$ cat src/rtl/spi_dma_mb.sv
`default_nettype none
// ============================================================================
// spi_dma_mb : block DMA between an SPI byte engine and a byte-wide RAM,
//              moving nblocks * 2^BLK_LOG2 bytes in either direction.
// Revision   : 1.0
// ============================================================================
module spi_dma_mb #(
  parameter int         ADDR_W   = 16,
  parameter int         BLK_LOG2 = 9,
  parameter int         NBLK_W   = 3,
  parameter logic [7:0] FILL     = 8'hFF
) (
  input  logic              clk,
  input  logic              reset_n,
  input  logic              ce,
  input  logic              start,
  input  logic              dir,
  input  logic [NBLK_W-1:0] nblocks,
  input  logic [ADDR_W-1:0] iaddr,
  input  logic              abort,
  output logic [ADDR_W-1:0] oaddr,
  output logic [7:0]        odata,
  input  logic [7:0]        idata,
  output logic              owren,
  output logic              ready,
  output logic              done,
  output logic              aborted,
  output logic [7:0]        ospi_data,
  input  logic [7:0]        ispi_data,
  output logic              ospi_wr,
  input  logic              ispi_dsr,
  output logic [2:0]        state_o
);

  typedef enum logic [2:0] {
    S_IDLE  = 3'd0,
    S_LOAD  = 3'd1,
    S_WAIT  = 3'd2,
    S_STORE = 3'd3,
    S_FIN   = 3'd4
  } state_t;

  localparam logic [BLK_LOG2-1:0] C_LAST_BYTE = {BLK_LOG2{1'b1}};
  localparam logic [NBLK_W-1:0]   C_ONE_BLK   = NBLK_W'(1);

  state_t              state_q, state_d;
  logic                dir_q, dir_d;
  logic [NBLK_W-1:0]   blkctr_q, blkctr_d;
  logic [BLK_LOG2-1:0] bytectr_q, bytectr_d;
  logic [ADDR_W-1:0]   oaddr_q, oaddr_d;
  logic [7:0]          odata_q, odata_d;
  logic [7:0]          ospi_data_q, ospi_data_d;
  logic                ospi_wr_q, ospi_wr_d;
  logic                owren_q, owren_d;
  logic                ready_q, ready_d;
  logic                done_q, done_d;
  logic                aborted_q, aborted_d;
  logic                w_active;

  assign w_active = (state_q == S_LOAD) || (state_q == S_WAIT) || (state_q == S_STORE);

  always_comb begin
    state_d     = state_q;
    dir_d       = dir_q;
    blkctr_d    = blkctr_q;
    bytectr_d   = bytectr_q;
    oaddr_d     = oaddr_q;
    odata_d     = odata_q;
    ospi_data_d = ospi_data_q;
    ospi_wr_d   = ospi_wr_q;
    owren_d     = owren_q;
    ready_d     = ready_q;
    done_d      = 1'b0;
    aborted_d   = aborted_q;

    if (w_active && abort) begin
      // Abort wins over any per-state update, including the STORE address bump.
      ospi_wr_d = 1'b0;
      owren_d   = 1'b0;
      aborted_d = 1'b1;
      state_d   = S_FIN;
    end else begin
      case (state_q)
        S_IDLE: begin
          if (start && (nblocks != '0)) begin
            dir_d     = dir;
            blkctr_d  = nblocks;
            oaddr_d   = iaddr;
            bytectr_d = '0;
            aborted_d = 1'b0;
            ready_d   = 1'b0;
            state_d   = S_LOAD;
          end
        end
        S_LOAD: begin
          ospi_data_d = dir_q ? idata : FILL;
          ospi_wr_d   = 1'b1;
          state_d     = S_WAIT;
        end
        S_WAIT: begin
          ospi_wr_d = 1'b0;
          if (ispi_dsr) begin
            odata_d = ispi_data;
            owren_d = ~dir_q;
            state_d = S_STORE;
          end
        end
        S_STORE: begin
          owren_d   = 1'b0;
          oaddr_d   = oaddr_q + 1'b1;
          bytectr_d = bytectr_q + 1'b1;
          state_d   = S_LOAD;
          if (bytectr_q == C_LAST_BYTE) begin
            if (blkctr_q == C_ONE_BLK) begin
              state_d = S_FIN;
            end else begin
              blkctr_d = blkctr_q - 1'b1;
            end
          end
        end
        S_FIN: begin
          done_d  = 1'b1;
          ready_d = 1'b1;
          state_d = S_IDLE;
        end
        default: state_d = S_IDLE;
      endcase
    end
  end

  always_ff @(posedge clk or negedge reset_n) begin
    if (!reset_n) begin
      state_q     <= S_IDLE;
      dir_q       <= 1'b0;
      blkctr_q    <= '0;
      bytectr_q   <= '0;
      oaddr_q     <= '0;
      odata_q     <= '0;
      ospi_data_q <= '0;
      ospi_wr_q   <= 1'b0;
      owren_q     <= 1'b0;
      ready_q     <= 1'b1;
      done_q      <= 1'b0;
      aborted_q   <= 1'b0;
    end else if (ce) begin
      state_q     <= state_d;
      dir_q       <= dir_d;
      blkctr_q    <= blkctr_d;
      bytectr_q   <= bytectr_d;
      oaddr_q     <= oaddr_d;
      odata_q     <= odata_d;
      ospi_data_q <= ospi_data_d;
      ospi_wr_q   <= ospi_wr_d;
      owren_q     <= owren_d;
      ready_q     <= ready_d;
      done_q      <= done_d;
      aborted_q   <= aborted_d;
    end
  end

  assign oaddr     = oaddr_q;
  assign odata     = odata_q;
  assign ospi_data = ospi_data_q;
  assign ospi_wr   = ospi_wr_q;
  assign owren     = owren_q;
  assign ready     = ready_q;
  assign done      = done_q;
  assign aborted   = aborted_q;
  assign state_o   = state_q;

endmodule
`default_nettype wire

$ cat config.mk
export PLATFORM = sky130hd
export DESIGN_NAME = spi_dma_mb
export DESIGN_NICKNAME = d
export VERILOG_FILES = /design/src/rtl/spi_dma_mb.sv
export SDC_FILE = /design/constraint.sdc
export NUM_CORES = 1
export LEC_CHECK = 0
export BUFFER_PORTS_ARGS = -buffer_cell sky130_fd_sc_hd__clkbuf_2
export CORE_ASPECT_RATIO = 0.9
export CORE_UTILIZATION = 40
export DETAILED_ROUTE_END_ITERATION = 10
export HOLD_SLACK_MARGIN = 0.1
export REMOVE_ABC_BUFFERS = 1
export SLEW_MARGIN = 40
export SYNTH_ARGS = -nofsm -noshare
export SYNTH_HDL_FRONTEND = slang
export SYNTH_SLANG_ARGS = --single-unit
$ cat constraint.sdc
create_clock -name clk -period 2.65 [get_ports clk]
set_clock_uncertainty 0.2 [all_clocks]
set_input_delay 0.3975 -clock clk [delete_from_list [all_inputs] [get_ports clk]]
set_output_delay 0.3975 -clock clk [all_outputs]
set_load 0.02 [all_outputs]
# After elaboration in Yosys (flattened, before gate mapping)
# Cells that the tools add are included.
# word_totals
out_inout_bits	40
regBits	53
# classes
addsub	3
n_eq_ne	11
reduce_logical	22
n_mux	26
n_bitwise	2
# op_table
cell	n
16-bit case mux with 2 select lines	1
3-bit 2-to-1 mux	8
9-bit case mux with 2 select lines	1
16-bit by 1-bit adder with 16-bit output, second input constant	1
16-bit 2-to-1 mux	1
4-bit AND reduction	4
3-bit case mux with 4 select lines	1
3-bit AND reduction	4
9-bit by 1-bit adder with 9-bit output, second input constant	1
9-bit equality test, second input constant	1
9-bit 2-to-1 mux	1
3-bit nonzero test	3
1-bit 2-to-1 mux	8
8-bit 2-to-1 mux	1
2-bit nonzero test	4
3-bit by 1-bit equality test with 1-bit output, second input constant	2
3-bit by 2-bit equality test with 1-bit output, second input constant	2
1-bit case mux with 2 select lines	3
3-bit case mux with 2 select lines	1
6-bit AND reduction	1
2-bit != test, second input constant	2
3-bit equality test, second input constant	1
3-bit logical NOT	1
3-bit by 2-bit != test with 1-bit output, second input constant	1
other kinds (7)	10

# Longest topological paths before layout
# Gate-level depths: netlist of the first run.
# logic_depth
word_depth	6
ltp_mapped	7
mapped_depth_nobuf	7

# Worst setup path after synthesis of the first run
# Ideal clock, no wire load.
# synth_path
kind	register to register
startpoint	reg bytectr_q[0]
endpoint	reg state_q[2], in the netlist state_o[2]
path_stages_with_launch	8
synth_period_minus_slack_ps	1907
path_slack_ps	743
arrival_ps	1561
n_path_buf	0
path_cell_list	dfrtp_1 ha_1 and4_1 ha_1 and3b_1 a21o_1 a22oi_1 o22ai_1
# synth_via
elab_chain_cells	4
# synth_rtl
item	line	source
start, declared	49	logic [BLK_LOG2-1:0] bytectr_q, bytectr_d;
start signal, assigned	149	bytectr_q <= bytectr_d;
9-bit equality test	113	if (bytectr_q == C_LAST_BYTE) begin
3-bit 2-to-1 mux	113	
3-bit case mux with 4 select lines	83	case (state_q)
3-bit 2-to-1 mux	76	if (w_active && abort) begin
end signal, assigned	146	state_q <= state_d;
end, declared	46	state_t state_q, state_d;
# Every way passes these cells.
# A chain may end at the register's enable or synchronous reset.

# Worst setup path in the final report of the first run
# Ends and elaborated chain as after synthesis.

==> results of run 1 <==
==> stage by stage <==
step	setup WS, ps	hold WS, ps
6_report	514	101
2_1_floorplan	271	-98.1
3_3_place_gp	359	148
4_1_cts	517	100
5_1_grt	380	105
3_5_place_dp	457	149
==> Yosys cell counts (7+ instances only) <==
cell        n
a21oi_1    11
a2bb2oi_1  14
a31oi_1    12
and4_1      7
buf_2      10
clkbuf_1    7
dfrtp_1    52
inv_1      15
mux2_2     10
nand2_1    20
nand3_1     8
nand4_1    10
nor2_1     11
nor3_1     10
o21ai_0    25
o22ai_1     9
==> sequential cells by signal, summed over array words and instances, names as in the netlist, 3 cells and up <==
name / count
state_o: 3
oaddr: 16
ospi_data: 8
blkctr_q: 3
odata: 8
bytectr_q: 9
==> per-layer routing <==
metal	global-route usage	wire [um]
met5	0	0
met2	0.302	3310
met4	0.0571	85
met1	0.273	3210
met3	0.0293	422
==> kinds of logic (layout without fill, tap and decap cells) <==
kind of cell | after synthesis | in the layout | share of synthesized area
and+or+nand+nor | 91 | 91 | 0.177
muxes | 11 | 11 | 0.0424
AOI/OAI and AO/OA | 99 | 99 | 0.233
adders and majority gates | 5 | 5 | 0.0216
buffers and inverters | 40 | 116 | 0.0666
DFF | 53 | 53 | 0.459
==> how the worst min path moves through the flow <==
stage	cells after the start	startpoint	slack [ps]	endpoint
after global routing	3	idata[7]	100	ospi_data[7]
after CTS	3	idata[6]	100	ospi_data[6]
after global placement	1	reset_n	150	oaddr[6]
final	3	idata[7]	100	ospi_data[7]
after detailed placement	1	reset_n	150	oaddr[6]
after floorplan	0	reset_n	-100	aborted
==> placed cells by master (no fill, tap or decap), drive strengths merged, types with 3 or more instances in the layout <==
cell type    netlist  final
a211oi             5      5
ha                 5      5
nor3              11     11
a31oi             12     12
o31ai              6      6
nand4             10     10
nand2b             3      3
dlygate4sd3        0      4
inv               15     15
mux2              10     10
a22o               3      3
or3                5      5
a2bb2oi           14     14
clkbuf             7     87
and4               7      7
nand3              8      8
dfrtp             52     52
buf               18      8
nor2              12     12
a21oi             11     11
o21ai             25     25
a41oi              4      4
o22ai              9      9
nand2             20     20
and3               4      4
==> power by group through the flow <==
stage | Sequential (mW) | Combinational (mW) | Clock, mW
finish | 1.50 | 1.75 | 0.452
global route | 1.57 | 1.93 | 0.498
CTS | 1.50 | 1.76 | 0.468
detailed placement | 1.52 | 1.76 | 0
global placement | 1.51 | 1.73 | 0
floorplan | 1.82 | 0.792 | 0
==> critical path, cell delays in order (launching register included) <==
cell and delay (ps):
dfrtp_1 450, ha_1 270, and4_1 180, ha_1 250, and3b_1 230, a21o_1 180
a22oi_1 130, o22ai_1 100
==> final cells by class <==
cell class | instances | area, um2 | area share
Multi-Input combinational cell | 206 | 1380 | 0.397
Sequential cell | 53 | 1330 | 0.383
Timing Repair Buffer | 93 | 505 | 0.146
Tap cell | 93 | 116 | 0.0336
Clock buffer | 6 | 72.6 | 0.0210
Inverter | 15 | 56.3 | 0.0163
Clock inverter | 2 | 10.0 | 0.00289
==> reports/qor.yml, run 1 <==
clock_tree:
  postCtsSetupRepairBufs: 0
  cts_repair_resize_count: 0
  path_clk_slew_ps: 100
  numCtsBuffers: 5
  clkLatencyLatePin_ps: 310
  htree_levels: 2
  root_buffer: "clkbuf_8"
  cts.sinks: 53
  tritoncts: "yes"
  cts_max_path_buffers: 2
  hold_buffers: 4
pwr:
  peakVddDrop_mv: 0.487
  internal_power_mw: 2.01
  p_clk_frac: 0.122
  totalPowerFinal_mw: 3.70
  combPwrFrac: 0.472
  sw_frac_of_total: 0.458
  p_seq_frac: 0.406
  leakage_nw: 1.62
  p_sw_mw: 1.70
  powerDensity_mw_per_mm2: 1070
route:
  vias: 2622
  drt_iter0_drc: 146
  wl_per_cell_um: 15.0
  antenna_left: 0
  finalWirelength_um: 7030
  drcViolationCount: 0
  first_pass_iters: 4
  via_per_inst: 5.60
die:
  die_x_um: 91.6
  dieArea_mm2: 0.00758
  die_y_um: 82.7
  coreArea_mm2: 0.00704
  start_util: 0.411
  io_pins: 82
  num_rows: 29
synth:
  synth_top_area_cell: "dfrtp_1"
  synth.distinct_cells: 45
  synth_edf_count: 0
  synth_top_area_share: 0.450
  synth-seq-area-share: 0.459
  yosys_warnings: 0
  synth-seq-cells: 53
  syn_area_mm2: 0.00289
  syn_avg_cell_area_um2: 9.67
  synth_area_leaders: "dfrtp_1 (45%), o21ai_0 (4.3%), a2bb2oi_1 (4.2%)"
  ys_async_sr_fraction: 1.00
  netlist_instances: 299
  dominantRegCellSynth: "dfrtp_1"
final_layout:
  fillerInstances: 715
  final_cell_area_mm2: 0.00346
  fin_util: 0.492
  num_antenna_cells: 0
  layout.nets: 421
  layout-area-overhead-vs-synth_pct: 19.7
  fin_cells: 468
  drive_gt1_frac: 0.296
worst_hold_path:
  min_path_type: "in2reg"
sta:
  setup-violations-final: 0
  finalCritPeriodShare: 0.806
  tightest_slew_ps: 719
  finalSetupTns_ps: 0
  rsz0062_at_grt: "no"
  max_freq_mhz: 468
  slew_headroom: 0.520
  period_needed_ps: 2140
  drv_slew: 0
  hold_viol: 0
worst_setup_path:
  start_kind: "register"
  startpoint: "bytectr_q[0]"
  crit_type: "reg2reg"
  r2r_cells: 7
  cp-end-kind: "register"
  r2r_end: "state_o[2]"
  critPathMaxFanout: 6
  arrival_ps: 2110
  ff2ff_setup_slack_ps: 510
  crit-reg2reg-launch: "bytectr_q[0]"
  crit_end: "state_o[2]"
  cp.required_ps: 2620
place:
  place_inst: 456
  port_buffers: 81
  gp_congestion: 0.832
  hpwl_um: 4950
  placed_cell_area_mm2: 0.00334
global_route:
  globalRouteTotalUtil: 0.191
  antenna_found_initial: 0
  grt_max_degree: 36
  grt_pass1_vias: 2350
  grt_pass1_wl_um: 11500
  grt_overflow_total: 0
run:
  max-cap-violations: 0
run_status:
  status: "complete, no violations"
No activity file was read; power rests on OpenSTA's default activity.
==> run 2, diff against run 1 <==
--- a/config.mk
+++ b/config.mk
@@ -10,6 +10,7 @@
 export CORE_UTILIZATION = 40
 export DETAILED_ROUTE_END_ITERATION = 10
 export HOLD_SLACK_MARGIN = 0.1
+export PLACE_DENSITY = 0.66
 export REMOVE_ABC_BUFFERS = 1
 export SLEW_MARGIN = 40
 export SYNTH_ARGS = -nofsm -noshare
==> constraint.sdc (replaced) <==
create_clock -name clk -period 1.9 [get_ports clk]
set_clock_uncertainty 0.2 [all_clocks]
set_input_delay 0.285 -clock clk [delete_from_list [all_inputs] [get_ports clk]]
set_output_delay 0.285 -clock clk [all_outputs]
set_load 0.02 [all_outputs]
==> reports/qor.yml, run 2 (same netlist as run 1, synthesis figures left out) <==
final_layout:
  seq_area_mm2: 0.00133  # about the same
  fin_cells: 517  # was 468
  drive_gt1_frac: 0.358  # was 0.296
  largest_register_ffs: 16  # unchanged
  fillerInstances: 619  # was 715
  layout.nets: 471  # was 421
  multi_input_area_mm2: 0.00141  # was 0.00138 mm2
  final_common_cell: "clkbuf_2"  # unchanged
  layout-area-overhead-vs-synth_pct: 37.5  # was 19.7%
  layout_common_cells: "clkbuf_2 (81), dfrtp_1 (49), buf_4 (35)"  # was clkbuf_2 (81), dfrtp_1 (52), o21ai_0 (25)
  num_antenna_cells: 0  # unchanged
clock_tree:
  clkLatencyLatePin_ps: 310  # about the same
  htree_levels: 2  # unchanged
  cts_max_path_buffers: 2  # unchanged
  path_clk_slew_ps: 110  # was 100 ps
  root_buffer: "clkbuf_8"  # unchanged
  cts.sinks: 53  # unchanged
  tritoncts: "yes"  # unchanged
  numCtsBuffers: 5  # unchanged
die:
  die_x_um: 91.6  # unchanged
  num_rows: 29  # unchanged
  io_pins: 82  # unchanged
  start_util: 0.411  # unchanged
  coreArea_mm2: 0.00704  # unchanged
  die_y_um: 82.7  # unchanged
  dieArea_mm2: 0.00758  # unchanged
pwr:
  sw_frac_of_total: 0.440  # was 0.458
  leakage_nw: 1.86  # was 1.62 nW
  internal_power_mw: 3.19  # was 2.01 mW
  peakVddDrop_mv: 0.757  # was 0.487 mV
  p_sw_mw: 2.50  # was 1.70 mW
  p_clk_frac: 0.139  # was 0.122
  powerDensity_mw_per_mm2: 1430  # was 1070 mW/mm2
  combPwrFrac: 0.504  # was 0.472
  totalPowerFinal_mw: 5.69  # was 3.70 mW
  p_seq_frac: 0.357  # was 0.406
route:
  via_per_inst: 5.55  # was 5.60
  finalWirelength_um: 7940  # was 7030 um
  drt_iter0_drc: 151  # was 146
  first_pass_iters: 4  # unchanged
  wl_per_cell_um: 15.4  # was 15.0 um
  antenna_left: 0  # unchanged
  vias: 2869  # was 2,622
  drcViolationCount: 0  # unchanged
sta:
  finalCritPeriodShare: 0.991  # was 0.806
  period_needed_ps: 1880  # was 2140 ps
  hold_viol: 0  # unchanged
  setup-violations-final: 0  # unchanged
  drv_slew: 0  # unchanged
  tightest_slew_ps: 343  # was 719 ps
  whs_ps: 97.9  # was 101 ps
  rsz0062_at_grt: "yes"  # was no
  max_freq_mhz: 531  # was 468 MHz
  slew_headroom: 0.771  # was 0.520
global_route:
  grt_overflow_total: 0  # unchanged
  grt_pass1_wl_um: 13000  # was 11,500 um
  grt_max_degree: 54  # was 36
  grt_pass1_vias: 2781  # was 2,350
  antenna_found_initial: 0  # unchanged
  globalRouteTotalUtil: 0.214  # was 0.191
place:
  gp_congestion: 0.819  # was 0.832
  hpwl_um: 5380  # was 4950 um
  place_inst: 482  # was 456
  port_buffers: 81  # unchanged
worst_setup_path:
  critPathMaxFanout: 5  # was 6
  cp.required_ps: 1920  # was 2620 ps
  start_kind: "register"  # unchanged
  arrival_ps: 1900  # was 2110 ps
  cp-end-kind: "register"  # unchanged
  crit_type: "reg2reg"  # unchanged
worst_hold_path:
  min_path_type: "in2reg"  # unchanged
run:
  max-cap-violations: 0  # unchanged
run_status:
  status: "complete, no violations"  # unchanged
[run 2: cell types whose count changed in the layout (fill, tap and decap cells not counted), sizes merged]
cell,before,now
clkinv,2,0
inv,15,16
dlygate4sd3,4,25
buf,8,37
bufinv,0,1
clkbuf,87,86
[run 2: timing repair]
| item | CTS | global route |
|---|---|---|
| gates cloned | 0 | 0 |
| setup endpoints to repair | 3 | 23 |
| endpoints found under the hold margin | 77 | 0 |
| hold buffers | 25 | 0 |
| gates resized for setup | 3 | 12 |
| pin swaps | 1 | 7 |
| buffers inserted | 1 | 2 |
[run 2: path summary, 6_finish.rpt]
kind	startpoint	to	slack, ps	depth (start not counted)
max in group asynchronous	reset_n	ready	870	3
hold / removal	iaddr[6]	oaddr[6]	100	3
min in group asynchronous	reset_n	oaddr[5]	280	3
hold reg to reg	ready	ready	280	2
setup / recovery	bytectr_q[4]	blkctr_q[0]	20	6
setup reg to reg	bytectr_q[4]	blkctr_q[0]	20	6
[run 2: per-layer routing]
layer | wire [um] | track usage | vias up
met2 | 3890 | 0.360 | 72
met1 | 3550 | 0.288 | 1400
met5 | 0 | 0 | -
li1 | - | - | 1376
met3 | 293 | 0.0266 | 21
met4 | 205 | 0.0762 | 0
[run 2: area by class of cell]
type / count / share of cell area
multi-input combinational: 206 / 0.354
sequential: 53 / 0.335
timing repair buffer: 143 / 0.241
tap: 93 / 0.0292
clock buffer: 5 / 0.0173
inverter: 15 / 0.0142
clock inverter: 2 / 0.00975
[run 2: worst max-delay path: stages (launching register included)]
cell	delay, ps
dfrtp_1	360
and4_4	240
and4_4	210
ha_4	160
a21oi_2	50
or3_4	360
a22o_1	210
[run 2: power by group through the flow]
stage / registers (mW) / clock network [mW] / logic [mW]
2_1_floorplan: 2.54 / 0 / 1.10
3_3_place_gp: 2.02 / 0 / 2.75
3_5_place_dp: 2.03 / 0 / 2.79
4_1_cts: 2.02 / 0.797 / 2.84
5_1_grt: 2.10 / 0.842 / 3.14
6_report: 2.03 / 0.791 / 2.87
[run 2: metrics by stage]
stage / instance area, um2 / util / setup TNS (ps) / worst slack [ps]
floorplan: 2760 / - / -7390 / -479
global placement: 3560 / 0.506 / -147 / -50.5
detailed placement: 3560 / 0.506 / -244 / -89.8
CTS: 3940 / 0.560 / 0 / 10.3
global route: 3980 / 0.565 / -112 / -55.8
finish: 3980 / 0.565 / 0 / 16.8
